[src/rtl/fsm_seq_pkg.sv]
// rtl/fsm_seq_pkg.sv - shared state encoding and parameter limits for the phase sequencer
package fsm_seq_pkg;

  typedef enum logic [1:0] {
    ST_IDLE = 2'd0,
    ST_RUN  = 2'd1,
    ST_HOLD = 2'd2,
    ST_DONE = 2'd3
  } seq_state_e;

  localparam int NUM_PHASE_MIN = 2;
  localparam int NUM_PHASE_MAX = 16;
  localparam int CNT_W_MIN     = 1;
  localparam int CNT_W_MAX     = 16;

  function automatic logic is_active(seq_state_e s);
    return (s == ST_RUN) || (s == ST_HOLD);
  endfunction

endpackage

[src/rtl/fsm_seq_dwell_cnt.sv]
// rtl/fsm_seq_dwell_cnt.sv - per-phase dwell counter with latched length and terminal count
module seq_dwell_cnt
  import fsm_seq_pkg::*;
#(
  parameter int CNT_W = 4
) (
  input  logic             clk,
  input  logic             n_rst,
  input  logic             load,
  input  logic             clr,
  input  logic             en,
  input  logic [CNT_W-1:0] dwell,
  output logic             tc
);

  logic [CNT_W-1:0] dwell_q;
  logic [CNT_W-1:0] cnt;

  // A zero dwell is stored as one so every phase lasts at least a cycle.
  always_ff @(posedge clk or negedge n_rst) begin
    if (!n_rst) begin
      dwell_q <= CNT_W'(1);
      cnt     <= '0;
    end else if (load) begin
      dwell_q <= (dwell == '0) ? CNT_W'(1) : dwell;
      cnt     <= '0;
    end else if (clr) begin
      cnt <= '0;
    end else if (en) begin
      cnt <= tc ? '0 : cnt + CNT_W'(1);
    end
  end

  assign tc = (cnt == dwell_q - CNT_W'(1));

endmodule

[src/rtl/fsm_seq.sv]
// rtl/fsm_seq.sv - multi-phase run sequencer with hold, abort and optional looping
module fsm_seq
  import fsm_seq_pkg::*;
#(
  parameter int NUM_PHASE = 4,
  parameter int CNT_W     = 4,
  parameter int PH_W      = $clog2(NUM_PHASE)
) (
  input  logic             clk,
  input  logic             n_rst,
  input  logic             start,
  input  logic             hold,
  input  logic             abort,
  input  logic [CNT_W-1:0] dwell,
  input  logic             loop_en,
  output logic [PH_W-1:0]  state_out,
  output logic             busy,
  output logic             phase_strobe,
  output logic             done
);

  localparam logic [PH_W-1:0] LAST_PH = PH_W'(NUM_PHASE - 1);

  seq_state_e      state_q;
  seq_state_e      state_d;
  logic [PH_W-1:0] phase_d;
  logic            strobe_d;
  logic            busy_d;
  logic            done_d;
  logic            loop_q;
  logic            cnt_load;
  logic            cnt_clr;
  logic            cnt_en;
  logic            tc;

  seq_dwell_cnt #(
    .CNT_W(CNT_W)
  ) u_dwell_cnt (
    .clk  (clk),
    .n_rst(n_rst),
    .load (cnt_load),
    .clr  (cnt_clr),
    .en   (cnt_en),
    .dwell(dwell),
    .tc   (tc)
  );

  always_ff @(posedge clk or negedge n_rst) begin
    if (!n_rst) begin
      state_q      <= ST_IDLE;
      state_out    <= '0;
      busy         <= 1'b0;
      phase_strobe <= 1'b0;
      done         <= 1'b0;
      loop_q       <= 1'b0;
    end else begin
      state_q      <= state_d;
      state_out    <= phase_d;
      busy         <= busy_d;
      phase_strobe <= strobe_d;
      done         <= done_d;
      if (cnt_load) begin
        loop_q <= loop_en;
      end
    end
  end

  // A hold sampled on a phase boundary still takes the advance; the freeze starts after it.
  always_comb begin
    state_d  = state_q;
    phase_d  = state_out;
    strobe_d = 1'b0;
    case (state_q)
      ST_IDLE: begin
        phase_d = '0;
        if (start && !abort) begin
          state_d = ST_RUN;
        end
      end
      ST_RUN: begin
        if (abort) begin
          state_d = ST_IDLE;
          phase_d = '0;
        end else begin
          state_d = hold ? ST_HOLD : ST_RUN;
          if (tc) begin
            if (state_out != LAST_PH) begin
              phase_d  = state_out + PH_W'(1);
              strobe_d = 1'b1;
            end else if (loop_q) begin
              phase_d  = '0;
              strobe_d = 1'b1;
            end else begin
              state_d = ST_DONE;
            end
          end
        end
      end
      ST_HOLD: begin
        if (abort) begin
          state_d = ST_IDLE;
          phase_d = '0;
        end else if (!hold) begin
          state_d = ST_RUN;
        end
      end
      ST_DONE: begin
        state_d = ST_IDLE;
        phase_d = '0;
      end
      default: begin
        state_d = ST_IDLE;
        phase_d = '0;
      end
    endcase
  end

  always_comb begin
    busy_d   = is_active(state_d);
    done_d   = (state_d == ST_DONE);
    cnt_load = (state_q == ST_IDLE) && start && !abort;
    cnt_clr  = abort && (state_q != ST_IDLE);
    cnt_en   = (state_q == ST_RUN);
  end

endmodule

[config.mk]
export PLATFORM = sky130hd
export DESIGN_NAME = fsm_seq
export DESIGN_NICKNAME = d
export VERILOG_FILES = /design/src/rtl/fsm_seq_pkg.sv /design/src/rtl/fsm_seq_dwell_cnt.sv /design/src/rtl/fsm_seq.sv
export SDC_FILE = /design/constraint.sdc
export NUM_CORES = 1
export LEC_CHECK = 0
export ABC_AREA = 1
export CAP_MARGIN = 25
export CORE_MARGIN = 2
export CORE_UTILIZATION = 52
export DETAILED_ROUTE_END_ITERATION = 8
export GPL_ROUTABILITY_DRIVEN = 0
export PLACE_DENSITY = 0.81
export REMOVE_ABC_BUFFERS = 1
export SLEW_MARGIN = 25
export SYNTH_ARGS = -nofsm -noshare
export SYNTH_HDL_FRONTEND = slang
export SYNTH_SLANG_ARGS = --single-unit
[constraint.sdc]
create_clock -name clk -period 2 [get_ports clk]
set_input_delay 0.5 -clock clk [delete_from_list [all_inputs] [get_ports clk]]
set_output_delay 0.5 -clock clk [all_outputs]
set_load 0.01 [all_outputs]
; After elaboration in Yosys (flattened, before gate mapping)
; Cells that the tools add are included.
[word_totals]
ff_bits = 16
inputBits = 10
word_cells = 59
[op_classes]
n_addsub = 3
n_eq_ne = 11
n_mux = 25
reduce_logical = 12
[ops]
columns = op, n
row1 = 2-to-1 mux 2 bit, 13
row2 = 2-to-1 mux 4 bit, 5
row3 = "equality test 2 bit, second input constant", 4
row4 = one-hot mux 2 bit (4 select lines), 1
row5 = one-hot mux 2 bit (3 select lines), 1
row6 = 2-to-1 mux 1 bit, 5
row7 = "adder 4 x 1 -> 4 bit, second input constant", 1
row8 = "equality test 2 x 1 -> 1 bit, second input constant", 2
row9 = equality test 4 bit, 1
row10 = logical AND 1 bit, 4
row11 = logical NOT 4 bit, 1
row12 = "inequality test 2 bit, second input constant", 2
row13 = "inequality test 4 x 3 -> 1 bit, second input constant", 1
row14 = "subtractor 4 x 1 -> 4 bit, second input constant", 1
row15 = "inequality test 3 x 2 -> 1 bit, second input constant", 1
row16 = AND reduction 3 bit, 1
row17 = nonzero test 3 bit, 1
row18 = "adder 2 x 1 -> 2 bit, second input constant", 1
row19 = logical NOT 2 bit, 1
row20 = nonzero test 2 bit, 1
row21 = OR reduction 2 bit, 1
row22 = logical NOT 1 bit, 1
row23 = logical OR 1 bit, 1

; Longest topological paths before layout
[depth]
depth_word = 8
depth_mapped = 12

; Modules after synthesis
; From an unflattened synthesis, not the netlist that was laid out.
[hier_totals]
hier_cells = 123
hier_area_um2 = 919.6
[by_module_without_submodules]
columns = module, instances, cells_per_inst, area_each_um2, seq_area_each_um2
row1 = seq_dwell_cnt, 1, 76, 518.0, 201.4
row2 = fsm_seq, 1, 47, 401.6, 200.2

; Worst setup path after synthesis
; No wires, ideal clock.
[synth_timing]
path_kind = reg2reg
start = register u_dwell_cnt.dwell_q[0]
end = register busy
arrival_ns = 1.737
t_required_ns = 1.874
slack_ns = 0.138
path_stages_with_launch = 13
path_buffers = 0
path_cell_list = dfstp_2 > inv_2 > ha_1 > inv_1 > nand2_1 > nand2_1 > nand3_2 > inv_2 > nand2_4 > nor2_8 > nand4_4 > nand2_1 > ha_1
[synth_via]
elab_chain_cells = 7
word_cells_on_any_way = 8
classes_between = add/sub: 1 / eq/ne: 3 / mux: 3 / reduce/logical: 1
[synth_lines]
columns = element, line_no
row1 = "start, declared", fsm_seq_dwell_cnt.sv:16  ; logic [CNT_W-1:0] dwell_q;
row2 = "start signal, assigned", fsm_seq_dwell_cnt.sv:25  ; dwell_q <= (dwell == '0) ? CNT_W'(1) : dwell;
row3 = subtractor 4 x 1 -> 4 bit (*), fsm_seq_dwell_cnt.sv:34  ; assign tc = (cnt == dwell_q - CNT_W'(1));
row4 = equality test 4 bit (*), fsm_seq_dwell_cnt.sv:34
row5 = 2-to-1 mux 2 bit (*), fsm_seq.sv:86  ; if (tc) begin
row6 = 2-to-1 mux 2 bit (*), fsm_seq.sv:81  ; if (abort) begin
row7 = one-hot mux 2 bit (4 select lines) (*), fsm_seq.sv:73  ; case (state_q)
row8 = via state_d[1], fsm_seq.sv:25  ; seq_state_e state_d;
row9 = equality test 2 x 1 -> 1 bit / equality test 2 bit (equally long branches), fsm_seq_pkg.sv:17  ; return (s == ST_RUN) || (s == ST_HOLD);
row10 = logical OR 1 bit (*), fsm_seq_pkg.sv:17
row11 = via busy_d, fsm_seq.sv:28  ; logic busy_d;
row12 = "end signal, assigned", fsm_seq.sv:59  ; busy <= busy_d;
row13 = "end, declared", fsm_seq.sv:17  ; output logic busy,
; The timed path passes the listed nets; every way through them passes the cells marked *.
; A chain may end at the register's enable or synchronous reset.

; Final worst setup path
; Ends and elaborated chain as after synthesis.

==> impl_metrics.tcl <==
set metrics [dict create \
    slew_headroom_pct 68.1 \
    drv_cap 0 \
    hpwl_um 1570 \
    die_w_um 46.9 \
    syn_area_um2 958 \
    grt_overflow 0 \
    portBuffers 14 \
    synth_top_area_cell "dfrtp_1" \
    cts.sinks 16 \
    pwr_density_cell_nw_per_um2 811 \
    tritoncts "yes" \
    total_leakage_power_nw 0.605 \
    clock_path_buffers 2 \
    cp_max_fo 3 \
    worstMarginPinSlew_ns 0.476 \
    status "completed" \
    synth.distinct_cells 25 \
    tns_ns 0 \
    finClkSkew_ns 0.000853 \
    clk_latency_ns 0.28 \
    wl_per_cell_um 12.9 \
    crit_arrival_ns 2.09 \
    clk_pin_slew_ns 0.10 \
    crit_path_start_kind "flip-flop" \
    rows 15 \
    drive_above_1_share_pct 31.1 \
    io_pins 15 \
    synth_edf_count 0 \
    ys_async_sr_fraction_pct 100 \
    report.final.slew_viol_count 0 \
    cts_max_level 1 \
    antenna_found_initial 0 \
    wl_um 2030 \
    ys_seq_area_share_pct 41.9 \
    syn_area_per_cell_um2 8.71 \
    endpoint_kind "flip-flop" \
    ys_top_cells_by_area "dfrtp_1, nand2_1, ha_1, inv_1, nand3_2" \
    cp_data_required_time_ns 2.19 \
    nNetsFinal 147 \
    comb_power_share_pct 38.1 \
    coreArea_um2 1730 \
    p_sw_share_pct 36.5 \
    ys_seq_elements 16 \
    critical_path_class "flip-flop to flip-flop" \
    synthCells 110 \
    holdBufCountCts 0 \
    dr.pass1.iters 4 \
    hp-class "primary input to async pin" \
    n_antenna_cell 0 \
    synth_warnings 0 \
    drcViolationCount 0 \
    grt_util_all_layers_pct 19.7 \
    post-synth-top-count-cell "nand2_1" \
    clock_tree.root_cell "clkbuf_4" \
    fp.dieH_um 46.9 \
    clock.fmax_mhz 525 \
    die-area_um2 2200 \
    ff2ff_setup_slack_ns 0.1 \
    finalHoldViolCount 0 \
    grt_pass1_wl_um 3060 \
    rsz0062_at_grt "false" \
    setup_viol 0 \
    fin_crit_sh_pct 95.2 \
    syn2layout_area_growth_pct 28.2 \
    seqPwrFrac_pct 40.1 \
    first_iter_violations 11 \
    fin_crit_ns 1.90 \
    grt_max_degree 11 \
    viasPerCell 5.10 \
    p_clk_share_pct 21.8 \
    dpl_cell_area_um2 1140 \
    num_vias 801 \
    ir_drop_v 0.000494 \
    grt_pass1_vias 734 \
    synth_common_cells "nand2_1, dfrtp_1, inv_1, nand3_1" \
    p_switching_mw 0.364 \
    intPower_mw 0.633 \
    start_util_pct 55.5 \
    synth_ff_type "dfrtp_1" \
    final_area_um2 1230 \
    netlist.area_leader.share_pct 39.2 \
    cts_buffers 3 \
    ant_nets 0 \
]
==> worst max-delay path, stage by stage (launching register included) <==
cell and delay (ns):
dfstp_2 0.59, inv_4 0.05, ha_4 0.23, inv_1 0.05, nand2_1 0.05, nand2_1 0.07, nand3_2 0.08, inv_2 0.07
nand2_4 0.06, nor2_8 0.12, nand4_4 0.10, nand2_2 0.13, ha_4 0.20
==> per-layer routing <==
metal  vias up  global-route usage, %  share of wire [%]  routed length, um
li1        401                      -                  -                  -
met4         0                   3.33               0.25                  5
met2        20                   38.4                 56               1140
met1       378                   23.2                 40                816
met5         -                      0                  0                  0
met3         2                   2.31                3.2                 64
==> placed cells by master, fill, tap and decap left out, types with 3 or more instances in the layout <==
cell type / netlist / layout
buf_4: 1 / 5
clkdlybuf4s50_1: 0 / 14
nor2_1: 4 / 4
clkbuf_4: 0 / 3
inv_2: 6 / 5
nand2_1: 23 / 21
nand4_1: 3 / 3
nand3_1: 7 / 7
nand2_2: 6 / 8
dfrtp_1: 15 / 15
o21ai_0: 6 / 6
nor2_2: 3 / 3
inv_1: 11 / 11
nand2_4: 3 / 3
nand3_2: 4 / 4
==> what timing repair did <==
item | 4_1_cts | 5_1_grt
buffers inserted | 0 | 2
gates resized for setup | 0 | 5
endpoints found under the hold margin | 0 | 0
endpoints found under the setup margin | 0 | 1
==> flip-flops by register name (all words and copies together) (netlist names) <==
signal / count
busy: 1
state_q: 2
loop_q: 1
state_out: 2
u_dwell_cnt.dwell_q: 4
u_dwell_cnt.cnt: 4
done: 1
phase_strobe: 1
==> metrics by stage <==
stage / total power, mW / setup slack, ns / utilization, % / hold WS [ns] / std cells
CTS: 0.961 / 0.00613 / 68.4 / 0.538 / 155
detailed placement: 0.747 / 0.0207 / 66.3 / 0.552 / 151
floorplan: 0.653 / 0.138 / - / 0.204 / 109
global placement: 0.731 / 0.0853 / 66.3 / 0.552 / 151
global route: 1.05 / 0.0125 / 71.2 / 0.553 / 157
finish: 0.997 / 0.0957 / 71.2 / 0.529 / 157
==> cell type report <==
class	instances	area (um^2)
inverters	17	66.3
fillers	146	498
well taps	25	31.3
clock buffers	4	36.3
repair buffers	19	178
multi-input cells	76	515
flip-flops and latches	16	402
==> path summary, 6_finish.rpt <==
check | start | to | depth (start not counted)
min in group clk | state_out[1] | state_out[1] | 2
setup reg to reg | u_dwell_cnt.dwell_q[0] | busy | 12
setup / recovery | u_dwell_cnt.dwell_q[0] | busy | 12
hold reg to reg | state_out[1] | state_out[1] | 2
max in group asynchronous | n_rst | state_q[0] | 2
hold / removal | n_rst | u_dwell_cnt.dwell_q[1] | 1
==> cell families (layout without fill, tap and decap cells) <==
group,Yosys count,count (layout),share of synthesized area (%)
buf+inv,18,40,7.44
flops,16,16,41.9
compound gates,14,14,8.75
fa+ha+maj,4,4,5.22
xor+xnor,1,1,0.914
simple gates,57,57,35.8
==> power groups by stage <==
stage | Sequential (mW) | Combinational (mW) | Clock (mW)
5_1_grt | 0.406 | 0.416 | 0.231
4_1_cts | 0.399 | 0.342 | 0.220
3_3_place_gp | 0.403 | 0.329 | 0
2_1_floorplan | 0.400 | 0.252 | 0
6_report | 0.400 | 0.380 | 0.217
3_5_place_dp | 0.405 | 0.341 | 0
Power figures use the tool's default switching activity.
